--- config.mk ---
export PLATFORM = sky130hd
export DESIGN_NAME = cskip_sub_seq
export DESIGN_NICKNAME = d
export VERILOG_FILES = /design/src/rtl/cskip_sub_seq.sv
export SDC_FILE = /design/constraint.sdc
export NUM_CORES = 1
export LEC_CHECK = 0
export CORE_MARGIN = 2
export CORE_UTILIZATION = 35
export CTS_CLUSTER_DIAMETER = 120
export DETAILED_ROUTE_END_ITERATION = 10
export GPL_ROUTABILITY_DRIVEN = 0
export MAX_ROUTING_LAYER = met4
export PLACE_DENSITY_LB_ADDON = 0.15
export SLEW_MARGIN = 20
export SYNTH_ARGS = -nofsm -noshare
export SYNTH_HDL_FRONTEND = slang
export SYNTH_SLANG_ARGS = --single-unit
--- constraint.sdc ---
create_clock -name clk -period 10.6 [get_ports clk]
set_input_delay 1.06 -clock clk [delete_from_list [all_inputs] [get_ports clk]]
set_output_delay 1.06 -clock clk [all_outputs]
set_load 0.005 [all_outputs]
--- src/rtl/cskip_sub_seq.sv ---
// cskip_sub_seq
//   Block-serial subtractor: d = a - b - bin (mod 2^WIDTH), one BLOCK-bit
//   segment per clock. The borrow chain is held as an inverted carry c
//   (a + ~b + ~bin) between segments, and each segment's skip
//   (group-propagate) condition is recorded in blk_skip.
//
// Ports
//   clk        rising-edge clock
//   rst        synchronous active-high reset
//   in_valid   operands valid
//   in_ready   block can accept operands (IDLE only)
//   a, b, bin  minuend, subtrahend, borrow in
//   out_valid  result valid (DONE only)
//   out_ready  consumer accepts result
//   d          difference a - b - bin, modulo 2^WIDTH
//   bout       borrow out, 1 iff a < b + bin (unsigned)
//   blk_skip   bit i = 1 iff segment i of (a XNOR b) is all ones
module cskip_sub_seq #(
  parameter int WIDTH = 32,
  parameter int BLOCK = 8
) (
  input  logic                     clk,
  input  logic                     rst,
  input  logic                     in_valid,
  output logic                     in_ready,
  input  logic [WIDTH-1:0]         a,
  input  logic [WIDTH-1:0]         b,
  input  logic                     bin,
  output logic                     out_valid,
  input  logic                     out_ready,
  output logic [WIDTH-1:0]         d,
  output logic                     bout,
  output logic [WIDTH/BLOCK-1:0]   blk_skip
);

  localparam int NBLK = WIDTH / BLOCK;
  localparam int IW   = (NBLK > 1) ? $clog2(NBLK) : 1;

  typedef enum logic [1:0] {
    IDLE,
    BUSY,
    DONE
  } state_t;

  state_t state, next_state;

  logic [WIDTH-1:0] a_r;
  logic [WIDTH-1:0] b_r;
  logic             c;
  logic [IW-1:0]    idx;

  logic [BLOCK-1:0] seg_a;
  logic [BLOCK-1:0] seg_nb;
  logic [BLOCK-1:0] seg_p;
  logic [BLOCK-1:0] seg_g;
  logic [BLOCK-1:0] seg_sum;
  logic             seg_skip;
  logic             ripple_c;
  logic             c_out;
  logic             last_seg;

  // State register
  always_ff @(posedge clk) begin
    if (rst) begin
      state <= IDLE;
    end else begin
      state <= next_state;
    end
  end

  assign last_seg = (idx == IW'(NBLK - 1));

  // Next-state and handshake decode
  always_comb begin
    next_state = state;
    in_ready   = 1'b0;
    out_valid  = 1'b0;
    case (state)
      IDLE: begin
        in_ready = 1'b1;
        if (in_valid) begin
          next_state = BUSY;
        end
      end
      BUSY: begin
        if (last_seg) begin
          next_state = DONE;
        end
      end
      DONE: begin
        out_valid = 1'b1;
        if (out_ready) begin
          next_state = IDLE;
        end
      end
      default: next_state = IDLE;
    endcase
  end

  // Segment select from the latched operands
  always_comb begin
    seg_a  = '0;
    seg_nb = '0;
    for (int unsigned i = 0; i < NBLK; i++) begin
      if (idx == IW'(i)) begin
        seg_a  = a_r[i*BLOCK +: BLOCK];
        seg_nb = ~b_r[i*BLOCK +: BLOCK];
      end
    end
  end

  // Segment adder: ripple generate/propagate for sum and carry; the skip
  // path forwards c directly when every bit propagates, which yields the
  // same carry as the ripple result.
  always_comb begin
    seg_p    = seg_a ^ seg_nb;
    seg_g    = seg_a & seg_nb;
    seg_sum  = '0;
    ripple_c = c;
    for (int unsigned j = 0; j < BLOCK; j++) begin
      seg_sum[j] = seg_p[j] ^ ripple_c;
      ripple_c   = seg_g[j] | (seg_p[j] & ripple_c);
    end
    seg_skip = &seg_p;
    c_out    = seg_skip ? c : ripple_c;
  end

  // Datapath registers
  always_ff @(posedge clk) begin
    if (rst) begin
      a_r      <= '0;
      b_r      <= '0;
      c        <= 1'b0;
      idx      <= '0;
      d        <= '0;
      bout     <= 1'b0;
      blk_skip <= '0;
    end else begin
      case (state)
        IDLE: begin
          if (in_valid) begin
            a_r <= a;
            b_r <= b;
            c   <= ~bin;
            idx <= '0;
          end
        end
        BUSY: begin
          for (int unsigned i = 0; i < NBLK; i++) begin
            if (idx == IW'(i)) begin
              d[i*BLOCK +: BLOCK] <= seg_sum;
              blk_skip[i]         <= seg_skip;
            end
          end
          c <= c_out;
          if (last_seg) begin
            bout <= ~c_out;
            idx  <= '0;
          end else begin
            idx <= idx + 1'b1;
          end
        end
        default: ;
      endcase
    end
  end

endmodule

Word-level counts from Yosys, hierarchy flattened. Cells that the tools add are included.

Register bits: 106. Bits in latches: 0. Memory bits (writable): 0. Bits in read-only memories: 0. Input port bits: 69. Output and inout bits: 39. Logic and storage cells: 86. Memories kept: 0.

Add/sub/neg operators: 1. Multiply operators: 0. Div/mod/pow operators: 0. $lt $le $gt $ge: 0. Equality and inequality tests: 8. Shift-type cells: 0. Muxes and demuxes: 20. Bitwise logic cells: 32. Reductions and logical operators: 11.

Operator list (number): $mux W8 (8); $not A8 Y8 (4); $reduce_and A2 Y1 (6); $mux W2 (5); $and A1 B1 Y1 (8); $and A8 B8 Y8 (1); $or A1 B1 Y1 (8); $reduce_and A8 Y1 (1); $xor A1 B1 Y1 (8); $xor A8 B8 Y8 (1); $eq A2 B2 Y1 const B (3); $ne A2 B2 Y1 const B (3); $pmux W2 S3 (1); $eq A2 B1 Y1 const B (2); $logic_not A2 Y1 (2); $mux W1 (4); $pmux W2 S2 (1); $reduce_and A3 Y1 (1); $add A2 B1 Y2 const B (1); $not A1 Y1 (2); $pmux W1 S2 (1); $reduce_bool A2 Y1 (1).

Depth between registers and ports, before layout.
Word-level depth: 24. Mapped depth: 19. Mapped depth without buffers: 17.

Worst setup path before layout. Ideal clock, no wire load.

Kind: flip-flop to flip-flop. From: reg idx[0]. To: reg bout. Library setup time: 0.122 ns. Data arrival time: 3.967 ns. Path slack: 6.511 ns. Cell stages (with the launch flop): 16. Clock period less this slack: 4.089 ns. Cell sequence: dfxtp_1 > ha_1 > clkbuf_1 > inv_1 > o22ai_1 > fa_1 > fa_1 > fa_1 > inv_1 > fa_1 > fa_1 > fa_1 > fa_1 > fa_1 > a211oi_1 > nor3_1.

Longest elaborated chain between the ends: 24. Elaborated cells between the ends (all ways): 34.

Ends and longest elaborated chain: from (decl) (line 50) `logic [IW-1:0] idx;`; from (signal assigned) (line 160) `idx <= idx + 1'b1;`; $logic_not A2 Y1 (line 105) `if (idx == IW'(i)) begin`; $mux W8 (4 in series) (line 105); $xor A8 B8 Y8 (line 116) `seg_p = seg_a ^ seg_nb;`; $and A1 B1 Y1 (line 122) `ripple_c = seg_g[j] | (seg_p[j] & ripple_c);`; $or A1 B1 Y1 (line 122); $and A1 B1 Y1 (line 122); $or A1 B1 Y1 (line 122); $and A1 B1 Y1 (line 122); (+5 left out); $and A1 B1 Y1 (line 122); $or A1 B1 Y1 (line 122); $and A1 B1 Y1 (line 122); $or A1 B1 Y1 (line 122); $and A1 B1 Y1 (line 122); $or A1 B1 Y1 (line 122); $mux W1 (line 125) `c_out = seg_skip ? c : ripple_c;`; $not A1 Y1 (line 157) `bout <= ~c_out;`; to (signal assigned) (line 157); to (decl) (line 32) `output logic bout,`.

Several ways; a longest one is shown, not always the timed one. A chain may end at the register's enable or synchronous reset.

==> flow_metrics.py <==
metrics = {
    "floorplanning": {
        "die_y_um": 122,
        "rows": 42,
        "ios": 108,
        "die_w_um": 122,
        "initial_core_util": 0.362,
        "fp.coreArea_um2": 13300,
        "die-area_um2": 14800,
    },
    "drt": {
        "wl_met1_um": 5480,
        "vias": 4130,
        "top_layer": "met4",
        "drt-vias-per-instance": 4.92,
        "postRouteAntennaNets": 0,
        "wl_met3_um": 588,
        "wl_per_cell_um": 14.1,
        "drt_iter0_drc": 203,
        "wl_met2_um": 5590,
        "routed_wirelength_um": 11800,
        "first_pass_iters": 4,
        "remaining_drc_errors": 0,
    },
    "synthesis": {
        "ys_seq_elements": 106,
        "syn_avg_cell_area_um2": 8.19,
        "syn_area_um2": 4830,
        "ys_top_cells_by_area": "dfxtp_1 (44%), nand2_1 (12%), a21oi_1 (9.2%)",
        "yosys_warnings": 0,
        "syn-num-nets": 679,
        "synth_top_area_frac": 0.439,
        "ys_seq_area_frac": 0.439,
        "synthCells": 590,
        "synth_top_cell_by_area": "dfxtp_1",
        "synth.distinct_cells": 36,
    },
    "timing": {
        "max_slew_margin": 0.290,
        "tightest_slew_ns": 1.06,
        "skew_ns": 0.00822,
        "maxSlewViolCount": 0,
        "min_period_ns": 4.88,
        "rsz0062_at_grt": "false",
        "fin_tns_setup_ns": 0,
        "whs_ns": 0.456,
        "setup_viol": 0,
        "finalHoldViolations": 0,
        "min_period_over_period": 0.461,
        "fin_ws_ns": 5.72,
        "fmax_mhz": 205,
    },
    "power_and_ir_drop": {
        "ir_drop_v": 0.0000792,
        "p_leak_nw": 2.20,
        "p_per_area_nw_per_um2": 160,
    },
    "finish": {
        "synthToLayoutAreaGrowth_pct": 27.4,
        "final_cell_mix": "nand2_1 (149), dfxtp_1 (106), clkdlybuf4s50_1 (106), a21oi_1 (89), nor2_1 (41)",
        "layout-drive-gt1-share": 0.0317,
        "antenna_cells": 0,
        "final_common_cell": "nand2_1",
        "nNetsFinal": 749,
        "final_util": 0.461,
    },
    "grt": {
        "grt_pass1_wl_um": 19300,
        "first_global_vias": 3989,
        "grt_overflow": 0,
        "track_usage": 0.169,
        "grt_max_degree": 107,
        "antenna_found_initial": 0,
    },
    "clocking": {
        "cts-root-buf": "clkbuf_16",
        "cts_tree": "built",
        "cts_buffers": 9,
        "h-tree-depth": 3,
        "cts_buffer_depth": 2,
        "clk_pin_slew_ns": 0.06,
        "clock_latency_ns": 0.34,
        "cts_resized": 0,
        "clkSinkCount": 106,
        "holdBufCountCts": 0,
        "post_cts_buffers": 0,
    },
    "setup_path": {
        "path_cells": "inv_1, ha_1, a221oi_1, o22ai_1, fa_1, fa_1, fa_1, inv_1, fa_1, fa_1, fa_1, fa_1, fa_1, inv_1, a211oi_1, a211oi_1",
        "worst_setup_path_end_kind": "flop",
        "critPathMaxFanout": 33,
        "crit_buf_inv": 3,
        "worst_path_max_delay_cell": "ha_1",
        "critical_path_class": "flop to flop",
        "cpPeakStageDelay_ns": 0.82,
        "required_ns": 10.85,
        "critPathLaunchType": "flop",
        "critical_path_arrival_ns": 5.13,
        "path_common_cell": "fa_1",
        "path_delay_family": "adder cells",
    },
    "placed_design": {
        "portBuffers": 107,
        "pre_cts_ws_ns": 5.80,
        "dpl.hpwl_um": 8590,
    },
    "run_status": {
        "status": "completed",
    },
    "run": {
        "drv_cap": 0,
    },
    "min_path": {
        "min_path_type": "flop to flop",
    },
}
==> cells in the mapped netlist <==
master	instances
a211oi_1	23
a21o_1	2
a21oi_1	89
a221oi_1	8
a22o_1	8
a22oi_1	5
a31oi_1	1
and2_1	5
and3b_1	4
and4_1	3
buf_1	1
buf_2	10
buf_4	6
buf_6	11
clkbuf_1	23
dfxtp_1	106
fa_1	8
ha_1	12
inv_1	21
mux2i_1	9
nand2_1	149
nand2b_1	10
nand3_1	5
nand3b_1	2
nor2_1	41
nor2b_1	1
nor3_1	1
nor3b_2	1
nor4b_1	1
o21a_1	1
o21ai_0	8
o21bai_1	1
o22ai_1	3
o31a_1	5
o31ai_1	5
or3b_1	1
==> report_power, final <==
part | switching [mW] | total (mW) | internal (mW)
Sequential | 0.0143 | 0.435 | 0.421
Combinational | 0.106 | 0.195 | 0.0895
Clock | 0.142 | 0.353 | 0.212
==> state kept, by name, summed over array words and instances (netlist names), named ones only <==
register,count
b_r,32
blk_skip,4
bout,1
a_r,32
state,2
d,32
idx,2
==> metal layers <==
| metal | GRT usage | up-vias |
|---|---|---|
| met5 | - | - |
| met4 | 0.0510 | 0 |
| met3 | 0.0334 | 13 |
| met2 | 0.274 | 102 |
| met1 | 0.215 | 1891 |
| li1 | - | 2124 |
==> tightest hold or removal path: cells and delay by family (launching register included) <==
family / cells / cell delay, ns
flip-flops: 1 / 0.31
AO/OA/AOI/OAI: 1 / 0.05
AND/OR/NAND/NOR: 1 / 0.05
==> through the flow <==
stage,power [mW],cells,instance area (µm²)
floorplan,0.566,590,4830
global placement,0.636,825,5840
detailed placement,0.640,825,5840
CTS,0.991,839,6160
global route,1.03,839,6160
finish,0.983,839,6160
==> final cells by class <==
type / count / area [µm²]
fillers: 1353 / 7190
multi-input cells: 412 / 2330
flip-flops and latches: 106 / 2120
repair buffers: 110 / 1090
clock buffers: 10 / 239
well taps: 176 / 220
inverters: 21 / 78.8
clock inverters: 4 / 76.3
==> worst paths after layout <==
| check | slack (ns) | endpoint | from | cells after the start |
|---|---|---|---|---|
| worst max-delay path | 5.72 | flop | idx[1] | 16 |
| worst min-delay path | 0.46 | b_r[12] | b_r[12] | 2 |
| worst max register to register | 5.72 | flop | idx[1] | 16 |
| worst min register to register | 0.46 | b_r[12] | b_r[12] | 2 |
==> cell families after synthesis <==
kind of cell	count (synthesis)	synth area share
AO/OA/AOI/OAI	159	0.201
multiplexers	9	0.0186
buffers and inverters	72	0.0803
flip-flops	106	0.439
AND/OR/NAND/NOR	224	0.197
adder cells (fa/ha/maj)	20	0.0642
(Power assumes the default switching activity.)
